==> src/rtl/uart_tx_arbiter.sv <==
// Arbitrates NREQ byte requesters onto one UART transmitter, strobing one write per frame and
// enforcing an inter-frame gap. Define UART_ARB_RR_EN for round-robin; otherwise lowest index wins.
module uart_tx_arbiter #(
  parameter int NREQ          = 2,
  parameter int GAP_CYCLES    = 16,
  parameter int START_TIMEOUT = 255
) (
  input  logic              Uart_CLK,
  input  logic              Sys_RST,
  input  logic [NREQ-1:0]   Req,
  input  logic [8*NREQ-1:0] Req_Data,
  output logic [NREQ-1:0]   Grant_Ack,
  input  logic              Tx_Busy,
  output logic [7:0]        Tx_Data,
  output logic              Tx_Wrsig,
  output logic              Busy,
  output logic              Timeout_Err
);

  localparam int IDXW = (NREQ > 1) ? $clog2(NREQ) : 1;

  typedef enum logic [2:0] {S_IDLE, S_STROBE, S_WSTART, S_WDONE, S_GAP} state_t;

  state_t          state, state_nxt;
  logic [7:0]      cnt, cnt_nxt;
  logic [7:0]      data_nxt;
  logic [NREQ-1:0] ack_nxt;
  logic            wrsig_nxt, terr_nxt;
  logic [IDXW-1:0] win;
  logic [7:0]      req_bytes [NREQ];

  for (genvar i = 0; i < NREQ; i++) begin : g_bytes
    assign req_bytes[i] = Req_Data[8*i +: 8];
  end

`ifdef UART_ARB_RR_EN
  logic [IDXW-1:0] ptr;

  // Scan backwards so the requester closest to ptr in wrap order is written last and wins.
  always_comb begin
    int idx;
    idx = 0;
    win = ptr;
    for (int k = NREQ - 1; k >= 0; k--) begin
      idx = int'(ptr) + k;
      if (idx >= NREQ) idx = idx - NREQ;
      if (Req[IDXW'(idx)]) win = IDXW'(idx);
    end
  end

  always_ff @(posedge Uart_CLK or negedge Sys_RST) begin
    if (!Sys_RST)
      ptr <= '0;
    else if (state == S_IDLE && |Req)
      ptr <= (win == IDXW'(NREQ - 1)) ? '0 : win + 1'b1;
  end
`else
  always_comb begin
    win = '0;
    for (int k = NREQ - 1; k >= 0; k--)
      if (Req[k]) win = IDXW'(k);
  end
`endif

  always_ff @(posedge Uart_CLK or negedge Sys_RST) begin
    if (!Sys_RST) begin
      state       <= S_IDLE;
      cnt         <= '0;
      Tx_Data     <= '0;
      Grant_Ack   <= '0;
      Tx_Wrsig    <= 1'b0;
      Busy        <= 1'b0;
      Timeout_Err <= 1'b0;
    end else begin
      state       <= state_nxt;
      cnt         <= cnt_nxt;
      Tx_Data     <= data_nxt;
      Grant_Ack   <= ack_nxt;
      Tx_Wrsig    <= wrsig_nxt;
      Busy        <= (state_nxt != S_IDLE);
      Timeout_Err <= terr_nxt;
    end
  end

  // Tx_Data only reloads on a grant, so it stays put for the whole frame.
  always_comb begin
    state_nxt = state;
    cnt_nxt   = cnt;
    data_nxt  = Tx_Data;
    ack_nxt   = '0;
    wrsig_nxt = 1'b0;
    terr_nxt  = 1'b0;
    case (state)
      S_IDLE: begin
        if (|Req) begin
          data_nxt     = req_bytes[win];
          ack_nxt[win] = 1'b1;
          state_nxt    = S_STROBE;
        end
      end
      S_STROBE: begin
        wrsig_nxt = 1'b1;
        cnt_nxt   = '0;
        state_nxt = S_WSTART;
      end
      S_WSTART: begin
        if (Tx_Busy) begin
          state_nxt = S_WDONE;
        end else if (cnt == 8'(START_TIMEOUT)) begin
          terr_nxt  = 1'b1;
          cnt_nxt   = '0;
          state_nxt = S_GAP;
        end else begin
          cnt_nxt = cnt + 8'd1;
        end
      end
      S_WDONE: begin
        if (!Tx_Busy) begin
          cnt_nxt   = '0;
          state_nxt = S_GAP;
        end
      end
      S_GAP: begin
        cnt_nxt = cnt + 8'd1;
        if (cnt == 8'(GAP_CYCLES - 1)) begin
          cnt_nxt   = '0;
          state_nxt = S_IDLE;
        end
      end
      default: state_nxt = S_IDLE;
    endcase
  end

endmodule
==> config.mk <==
export PLATFORM = sky130hd
export DESIGN_NAME = uart_tx_arbiter
export DESIGN_NICKNAME = d
export VERILOG_FILES = /design/src/rtl/uart_tx_arbiter.sv
export SDC_FILE = /design/constraint.sdc
export NUM_CORES = 1
export LEC_CHECK = 0
export CAP_MARGIN = 40
export CORE_ASPECT_RATIO = 0.9
export CORE_MARGIN = 5
export CORE_UTILIZATION = 30
export CTS_CLUSTER_DIAMETER = 120
export CTS_CLUSTER_SIZE = 28
export DETAILED_ROUTE_END_ITERATION = 16
export GPL_ROUTABILITY_DRIVEN = 0
export PLACE_DENSITY_LB_ADDON = 0.08
export SYNTH_ARGS = -nofsm -noshare
export SYNTH_HDL_FRONTEND = slang
export SYNTH_SLANG_ARGS = --single-unit
==> constraint.sdc <==
create_clock -name Uart_CLK -period 4.23 [get_ports Uart_CLK]
set_clock_uncertainty 0.1 [all_clocks]
set_input_delay 0.846 -clock Uart_CLK [delete_from_list [all_inputs] [get_ports Uart_CLK]]
set_output_delay 0.846 -clock Uart_CLK [all_outputs]
set_load 0.005 [all_outputs]
==> key figures, run 1 <==
Timing
  • Final setup fails: 0
  • Final setup TNS: 0 ns
  • Achievable Freq: 425.9 MHz
  • Final Hold Vio Count: 0
  • Worst slew pin tran: 0.8885 ns
  • Rel. slew slack: 40.37%
  • Tcrit/Tclk final: 55.51%
  • RSZ-0062 raised after global routing: false
  • Final Slew Violations: 0
  • Crit path time final: 2.348 ns

CTS
  • H-tree depth: 1
  • Root Buffer: clkbuf_8
  • Buffers inserted by post-CTS timing repair: 0
  • Post-CTS Resized: 0
  • CTS buffer count: 3
  • Clk buf depth: 2
  • Clock Sink Count: 24
  • Clock latency on the worst-skew pair: 0.27 ns
  • Clk slew on worst S/H paths: 0.08 ns
  • CTS tree: built
  • Hold-fix buffers, CTS: 0

GRT
  • Met2 GRT Util: 16.13%
  • Initial antenna violation count: 0
  • Vias in the first global route: 1010
  • Grt ovf: 0
  • GR peak layer: met1
  • Gr usage total: 11.38%
  • First-pass GRT wire length: 5.057 mm
  • Met1 Use GR: 16.15%
  • Pin count of the biggest net entering global routing: 18
  • Met3 Use GR: 4.453%

Placement
  • Final HPWL DP: 2.161 mm
  • Port-buffer cells: 33

Power
  • Sequential share of power: 41.9%
  • Pwr dens: 554.4 mW/mm²
  • Clock Power Share: 16.6%
  • Leakage: 0.7205 nW
  • Total chip power: 0.9371 mW
  • Internal: 0.5916 mW
  • Worst vdd ir: 0.0002245 V
  • P_sw: 0.3455 mW
  • Switching part of the total power: 36.87%
  • Combinational power share: 41.5%

Detailed routing
  • Vias per std cell: 5.089
  • Initial DRC count: 70
  • DRT Wirelength: 2.914 mm
  • Post-DRT Antenna Nets: 0
  • Drt wl/cell: 14.35 µm
  • Pre-Repair DR Iteration Count: 4
  • Via count: 1033
  • DR DRC count: 0

Finish
  • Nets: 178
  • # fillers: 388
  • Share of layout cells above drive strength 1: 9.677%
  • Commonest non-fill, non-tap cell in the layout: clkdlybuf4s50_1
  • P&R area growth vs syn: 37.02%
  • Multi-input logic area: 594.3 µm²
  • Diode count: 0
  • Commonest non-fill, non-tap cells in the layout: 33 x clkdlybuf4s50_1, 24 x dfrtp_1, 17 x nand2_1, 12 x o21ai_0, 9 x mux2i_1
  • Register area: 600.6 µm²

Die
  • Die W: 77.60 µm
  • Die area: 0.005496 mm²
  • Initial core utilization: 30.70%
  • Die Span Y: 70.84 µm
  • Site row count: 22
  • Core ar.: 0.004019 mm²
  • I/O Pins: 34

Synth
  • Post-synthesis xor/xnor area fraction: 1.420%
  • Mapped Cells: 122
  • Syn_nets: 144
  • Synth Flop Type: dfrtp_1
  • Synth Cell Area: 0.001234 mm²
  • Post-synth EDFFs: 0
  • Multiplexer share of the synthesized area: 8.215%
  • Yosys warnings: 0
  • Simple-Gate Fraction of Synth Area: 18.26%
  • Synthesized flop and latch total: 24
  • Avg Cell Area, Syn: 10.11 µm²
  • Post-synthesis sequential area ratio: 48.68%
  • Async set-reset flop share out of synthesis: 100.0%
  • Unique masters post-synth: 38
  • Yosys top cell area share: 48.68%
  • Area leader, netlist: dfrtp_1
  • Compound-cell area share of the yosys netlist: 19.27%
  • Largest family of logic cells by synthesized area: compound AO/OA/AOI/OAI gates
  • Post-synthesis adder-cell area fraction: 1.014%
  • Top cells by area, synth: dfrtp_1 49%, mux2i_1 7.3%, nand2_1 5.2%

Flow run
  • MaxCap Viol Count: 0

Setup path
  • Setup Crit Path Kind: in -> reg
  • WP data required: 4.28 ns
  • Critical path launch point type: input port
  • CP Max Fanout: 12
  • Critical Path End Type: flop
  • Arrival @ worst endpoint: 2.40 ns

Hold path
  • Worst hold path type: reg -> reg

Status
  • Status: finished, final reports clean
==> critical path, stage by stage <==
cell and delay [ns]:
clkdlybuf4s50_1 0.49, o21ai_0 0.12, o21ai_1 0.51, a21oi_2 0.09
a221o_1 0.34
==> power by group through the flow <==
stage / logic, mW / registers [mW] / clock network, mW
6_report: 0.389 / 0.392 / 0.156
5_1_grt: 0.440 / 0.408 / 0.173
4_1_cts: 0.397 / 0.393 / 0.162
3_5_place_dp: 0.394 / 0.396 / 0
3_3_place_gp: 0.376 / 0.394 / 0
2_1_floorplan: 0.247 / 0.359 / 0
==> flip-flops by register name (all words and copies together) (netlist names) <==
signal       flops
Timeout_Err      1
state            3
Tx_Data          8
Busy             1
Grant_Ack        2
cnt              8
Tx_Wrsig         1
==> cell usage after synthesis, drive strengths merged, types with 2 or more instances <==
library cell and instances:
nand4 3, o21ai 16, dfrtp 24, or2 2
a211oi 2, nand2 18, nor3 3, and2 2
nor4b 2, a21oi 3, inv 4, mux2i 9
a221o 4, nor2 2, nor4 2, nand3 3
nor3b 2, clkbuf 5, a22o 2
==> per-stage QoR <==
stage / cell area, µm² / utilization, % / setup slack, ns / hold WS (ns) / cells
after floorplan: 1234 / - / 2.300 / 0.3733 / 122
after detailed placement: 1635 / 40.69 / 1.623 / 0.3772 / 199
after global routing: 1690 / 42.06 / 1.686 / 0.4277 / 203
after global placement: 1600 / 39.82 / 1.578 / 0.3614 / 197
final: 1690 / 42.06 / 1.882 / 0.3919 / 203
after CTS: 1690 / 42.06 / 1.886 / 0.3974 / 203
==> final timing paths <==
kind / startpoint / endpoint / slack, ns / depth (start not counted)
hold / removal: Tx_Data[2] / Tx_Data[2] / 0.39 / 2
hold reg to reg: Tx_Data[2] / Tx_Data[2] / 0.39 / 2
min in group asynchronous: Sys_RST / Tx_Data[5] / 0.80 / 1
max in group asynchronous: Sys_RST / cnt[5] / 2.78 / 2
setup reg to reg: state[2] / cnt[6] / 2.06 / 4
setup / recovery: Tx_Busy / cnt[6] / 1.88 / 5
==> kinds of logic after synthesis <==
logic type,count (synthesis)
simple gates,42
compound gates,33
flops,24
buf+inv,10
mux,10
xor+xnor,2
fa+ha+maj,1
==> layout make-up <==
cell class / instances / share of cell area [%]
Clock buffer: 4 / 3.257
Inverter: 4 / 0.8882
Multi-Input combinational cell: 88 / 35.16
Sequential cell: 24 / 35.53
Tap cell: 48 / 3.553
Timing Repair Buffer: 35 / 21.61
==> routing by layer <==
layer | vias up | share of wire, %
met3 | 2 | 6.5
met1 | 490 | 47
li1 | 514 | -
met4 | 0 | 0.65
met2 | 27 | 45
met5 | - | 0
(Power assumes the default switching activity.)
==> run 2: changes to the inputs <==
Clock period 4.23 ns to 2.2 ns, I/O delays scaled along.
==> run 2 against run 1 <==
  * Sequential share of layout area is 0.052 points lower
  * Combinational power grew 100%
  * Final cell count grew 1.5%
  * First-iteration DRC count down 44%
  * Clock power grew 100%
  * Register-to-register slack worse by 1.8 ns
  * Die area stayed put
  * Sequential cell count stayed put
  * Critical endpoint is now cnt[5]
  * Critical path depth decreased by 1
  * Hold slack got worse by 0.0061 ns
==> key figures, run 2 (same netlist as run 1, synthesis figures left out) <==
Detailed routing
  • DR DRC count: 0 (unchanged)
  • Post-DRT Antenna Nets: 0 (unchanged)
  • Initial DRC count: 39 (-44%)
  • DRT Wirelength: 2.993 mm (+2.7%)
  • Pre-Repair DR Iteration Count: 4 (unchanged)
  • Via count: 1049 (+1.5%)
  • Vias per std cell: 5.092 (about the same)
  • Drt wl/cell: 14.53 µm (+1.2%)

Die
  • I/O Pins: 34 (unchanged)
  • Die area: 0.005496 mm² (unchanged)
  • Die Span Y: 70.84 µm (unchanged)
  • Die W: 77.60 µm (unchanged)
  • Site row count: 22 (unchanged)
  • Core ar.: 0.004019 mm² (unchanged)
  • Initial core utilization: 30.70% (unchanged)

Timing
  • Final setup TNS: 0 ns (unchanged)
  • Rel. slew slack: 62.66% (+22 points)
  • Final Slew Violations: 0 (unchanged)
  • Final setup fails: 0 (unchanged)
  • Setup ws final: 0.2357 ns (-1.646 ns)
  • Achievable Freq: 509.1 MHz
  • Worst slew pin tran: 0.5601 ns (-0.3283 ns)
  • Tcrit/Tclk final: 89.28%
  • Crit path time final: 1.964 ns
  • Final Hold Vio Count: 0 (unchanged)
  • RSZ-0062 raised after global routing: false

Setup path
  • Setup Crit Path Kind: reg -> reg
  • WP data required: 2.26 ns (-2.02 ns)
  • Critical path launch point type: flop
  • Arrival @ worst endpoint: 2.02 ns (-0.38 ns)
  • CP Max Fanout: 8 (-4)
  • Critical Path End Type: flop

GRT
  • Initial antenna violation count: 0 (unchanged)
  • First-pass GRT wire length: 5.395 mm (+6.7%)
  • Grt ovf: 0 (unchanged)
  • Vias in the first global route: 1126 (+11%)
  • Gr usage total: 11.94% (+0.56 points)
  • Pin count of the biggest net entering global routing: 25 (+7)

CTS
  • Hold-fix buffers, CTS: 0 (unchanged)
  • Post-CTS Resized: 0 (unchanged)
  • Clock latency on the worst-skew pair: 0.27 ns (about the same)
  • Buffers inserted by post-CTS timing repair: 0 (unchanged)
  • Root Buffer: clkbuf_8
  • CTS tree: built
  • Clk slew on worst S/H paths: 0.09 ns (about the same)
  • Clock Sink Count: 24 (unchanged)
  • CTS buffer count: 3 (unchanged)
  • H-tree depth: 1 (unchanged)
  • Clk buf depth: 2 (unchanged)

Finish
  • Share of layout cells above drive strength 1: 11.39% (+1.7 points)
  • P&R area growth vs syn: 37.22%
  • Multi-input logic area: 594.3 µm² (unchanged)
  • Largest registers: Tx_Data x8, cnt x8, state x3
  • Commonest non-fill, non-tap cell in the layout: clkdlybuf4s50_1
  • # fillers: 395 (+1.8%)
  • Commonest non-fill, non-tap cells in the layout: 33 x clkdlybuf4s50_1, 24 x dfrtp_1, 17 x nand2_1, 12 x o21ai_0, 9 x mux2i_1
  • Register area: 600.6 µm² (unchanged)
  • Diode count: 0 (unchanged)
  • Nets: 181 (+1.7%)

Placement
  • Place WS: 0.1577 ns (-1.466 ns)
  • Port-buffer cells: 33 (unchanged)
  • Final HPWL DP: 2.171 mm (+0.48%)

Power
  • Pwr dens: 1088 mW/mm² (+96%)
  • Worst vdd ir: 0.0003792 V (+69%)
  • Leakage: 0.7282 nW (+1.1%)

Hold path
  • Worst hold path type: reg -> reg

Flow run
  • MaxCap Viol Count: 0 (unchanged)

Status
  • Status: finished, final reports clean
==> run 2: final timing paths <==
| check | start | to | slack (ns) | cells past startpoint |
|---|---|---|---|---|
| setup reg to reg | cnt[6] | cnt[5] | 0.24 | 4 |
| setup / recovery | cnt[6] | cnt[5] | 0.24 | 4 |
| min in group asynchronous | Sys_RST | Tx_Data[5] | 0.42 | 2 |
| max in group asynchronous | Sys_RST | Tx_Data[2] | 1.33 | 2 |
| hold reg to reg | Tx_Data[2] | Tx_Data[2] | 0.39 | 2 |
| hold / removal | Tx_Data[2] | Tx_Data[2] | 0.39 | 2 |
==> run 2: where the power goes <==
group          total [mW]  switching (mW)  internal [mW]
Combinational       0.788           0.373          0.416
Sequential          0.741           0.154          0.586
Clock               0.312           0.152          0.160
==> run 2: cell type report <==
type                    instances  area share (%)
clock buffers                   4           3.252
inverters                       4          0.8869
multi-input cells              88           35.11
flip-flops and latches         24           35.48
well taps                      48           3.548
repair buffers                 38           21.73
==> run 2: routing by layer <==
layer  track usage [%]  wire length (µm)  up-vias
li1                  -                 -      521
met1             15.93              1358      501
met2             18.63              1450       23
met3             2.672               145        4
met4             4.962                38        0
met5                 0                 0        -
==> run 2: critical path, cell delays in order, from the launching register on <==
cell	delay, ns
dfrtp_1	0.45
or4_4	0.54
o211ai_4	0.30
nand2_2	0.14
a221o_1	0.32
==> run 2: per-stage QoR <==
stage          total power, mW  cells  hold slack, ns  instance area, µm²  utilization (%)
2_1_floorplan            1.164    122         0.04441                1234                -
3_3_place_gp             1.529    202          0.3621                1638            40.75
3_5_place_dp             1.553    202          0.3733                1638            40.75
4_1_cts                  1.871    206          0.3946                1693            42.12
5_1_grt                  1.998    206          0.4194                1693            42.12
6_report                 1.841    206          0.3858                1693            42.12
==> run 3: changes to the inputs <==
Settings changed: PLACE_DENSITY_LB_ADDON 0.08 to not set.
==> run 3 against run 2 <==
  * Setup slack better by 0.021 ns
  * Hold slack better by 0.0063 ns
  * Total power up 1.3%
  * Non-clock buffer count is 3 higher
  * Register-to-register slack gained 0.02 ns
  * Critical path depth unchanged
  * Wire length is 3.0% lower
  * Sequential power down 1%
==> key figures, run 3 (same netlist as run 1, synthesis figures left out) <==
CTS
  • Root Buffer: clkbuf_8
  • Clock latency on the worst-skew pair: 0.26 ns (about the same)
  • H-tree depth: 1 (unchanged)
  • Clk buf depth: 2 (unchanged)
  • Hold-fix buffers, CTS: 0 (unchanged)
  • Clock Sink Count: 24 (unchanged)
  • CTS buffer count: 3 (unchanged)
  • Buffers inserted by post-CTS timing repair: 0 (unchanged)
  • Clk slew on worst S/H paths: 0.08 ns (about the same)
  • CTS tree: built
  • Post-CTS Resized: 0 (unchanged)

Finish
  • Commonest non-fill, non-tap cell in the layout: clkdlybuf4s50_1
  • Commonest non-fill, non-tap cells in the layout: 33 x clkdlybuf4s50_1, 24 x dfrtp_1, 17 x nand2_1, 12 x o21ai_0, 9 x mux2i_1
  • Largest registers: Tx_Data x8, cnt x8, state x3
  • Diode count: 0 (unchanged)
  • P&R area growth vs syn: 39.05%
  • Non-filler instance count after layout: 209 (+1.5%)
  • Nets: 184 (+1.7%)
  • Share of layout cells above drive strength 1: 13.04% (+1.7 points)

Setup path
  • Critical path launch point type: flop
  • Critical R2R Capture: cnt[5]
  • Critical Path End: cnt[5]
  • CP max-delay cell: or4_4
  • Cell depth of the worst flop-to-flop path: 4 (unchanged)
  • CP peak stage delay: 0.54 ns (about the same)
  • Register-to-register setup slack: 0.26 ns (+0.02 ns)
  • Critical Path End Type: flop
  • Arrival @ worst endpoint: 1.99 ns (-0.03 ns)
  • RR Startpoint: cnt[6]
  • Setup Crit Path Kind: reg -> reg
  • CP Max Fanout: 8 (unchanged)
  • WP data required: 2.25 ns (about the same)
  • CP startpoint: cnt[6]
  • Worst path cell trace: or4_4 > o211ai_4 > nand2_2 > a221o_1

Die
  • I/O Pins: 34 (unchanged)
  • Core ar.: 0.004019 mm² (unchanged)
  • Die Span Y: 70.84 µm (unchanged)
  • Die area: 0.005496 mm² (unchanged)
  • Die W: 77.60 µm (unchanged)
  • Initial core utilization: 30.70% (unchanged)
  • Site row count: 22 (unchanged)

Placement
  • Post-Place Cells: 205 (+1.5%)
  • Final HPWL DP: 2.221 mm (+2.3%)
  • Port-buffer cells: 33 (unchanged)

Status
  • Status: finished, final reports clean

Power
  • Pwr dens: 1088 mW/mm² (about the same)
  • Sequential share of power: 39.3% (-0.9 points)
  • Leakage: 0.7428 nW (+2.0%)
  • Worst vdd ir: 0.0003492 V (-7.9%)
  • Combinational power share: 45.0% (+2.2 points)
  • Clock Power Share: 15.7% (-1.3 points)
  • Internal: 1.189 mW (+2.3%)
  • P_sw: 0.6769 mW (-0.34%)
  • Switching part of the total power: 36.28% (-0.61 points)

Timing
  • Achievable Freq: 514.6 MHz (+1.1%)
  • Worst slew pin tran: 0.5317 ns (-0.02842 ns)
  • Final setup fails: 0 (unchanged)
  • Crit path time final: 1.943 ns (-0.02104 ns)
  • Final Hold Vio Count: 0 (unchanged)
  • Tcrit/Tclk final: 88.33% (-0.96 points)
  • Final setup TNS: 0 ns (unchanged)
  • RSZ-0062 raised after global routing: false
  • Final Slew Violations: 0 (unchanged)
  • Rel. slew slack: 64.55% (+1.9 points)

Detailed routing
  • DR DRC count: 0 (unchanged)
  • Via count: 1040 (-0.86%)
  • Pre-Repair DR Iteration Count: 4 (unchanged)
  • Drt wl/cell: 13.89 µm (-4.4%)
  • Post-DRT Antenna Nets: 0 (unchanged)
  • Vias per std cell: 4.976 (-2.3%)
  • Initial DRC count: 97 (+150%)
  • DRT Wirelength: 2.904 mm (-3.0%)

GRT
  • Initial antenna violation count: 0 (unchanged)
  • Vias in the first global route: 997 (-11%)
  • Pin count of the biggest net entering global routing: 25 (unchanged)
  • Grt ovf: 0 (unchanged)
  • Gr usage total: 10.78% (-1.2 points)
  • First-pass GRT wire length: 4.843 mm (-10%)

Flow run
  • MaxCap Viol Count: 0 (unchanged)

Hold path
  • Worst hold path type: reg -> reg
-- run 3: how the worst min path moves through the flow --
stage / startpoint / to / depth (start not counted)
4_1_cts: Tx_Data[1] / Tx_Data[1] / 2
5_1_grt: Tx_Data[6] / Tx_Data[6] / 2
3_3_place_gp: Tx_Data[3] / Tx_Data[3] / 2
3_5_place_dp: Tx_Data[1] / Tx_Data[1] / 2
2_1_floorplan: Sys_RST / Busy / 0
6_report: Tx_Data[6] / Tx_Data[6] / 2
-- run 3: power groups by stage --
| stage | sequential, mW | combinational [mW] | clock [mW] |
|---|---|---|---|
| after floorplan | 0.690 | 0.474 | 0 |
| after global placement | 0.736 | 0.823 | 0 |
| after detailed placement | 0.740 | 0.846 | 0 |
| after CTS | 0.734 | 0.851 | 0.302 |
| after global routing | 0.758 | 0.929 | 0.320 |
| final | 0.733 | 0.839 | 0.294 |
-- run 3: metal layers --
metal  global-route usage [%]  vias to the layer above  share of wire (%)
li1                         -                      527                  -
met1                    14.86                      495                 48
met2                    16.87                       16                 47
met3                    2.672                        2                3.3
met4                    2.863                        0               0.96
met5                        0                        -                  0
-- run 3: stage by stage --
stage / setup WS [ns] / hold WS (ns) / util, % / area [µm²] / total power, mW
after global placement: 0.1980 / 0.3661 / 41.31 / 1660 / 1.559
after floorplan: 0.3780 / 0.04441 / - / 1234 / 1.164
final: 0.2568 / 0.3920 / 42.68 / 1715 / 1.866
after global routing: 0.1576 / 0.4168 / 42.68 / 1715 / 2.006
after CTS: 0.2521 / 0.3920 / 42.68 / 1715 / 1.886
after detailed placement: 0.1433 / 0.3729 / 41.31 / 1660 / 1.585
-- run 3: critical path: cells and delay by family (launching register included) --
kind	cells	cell delay [ns]
AND/OR/NAND/NOR	2	0.67
AO/OA/AOI/OAI	2	0.61
flip-flops	1	0.44
-- run 3: final cells by class --
| class | instances | area [µm²] |
|---|---|---|
| Inverter | 4 | 15.01 |
| Fill cell | 387 | 2303 |
| Multi-Input combinational cell | 88 | 594.3 |
| Timing Repair Buffer | 41 | 390.4 |
| Sequential cell | 24 | 600.6 |
| Clock buffer | 4 | 55.05 |
| Tap cell | 48 | 60.06 |
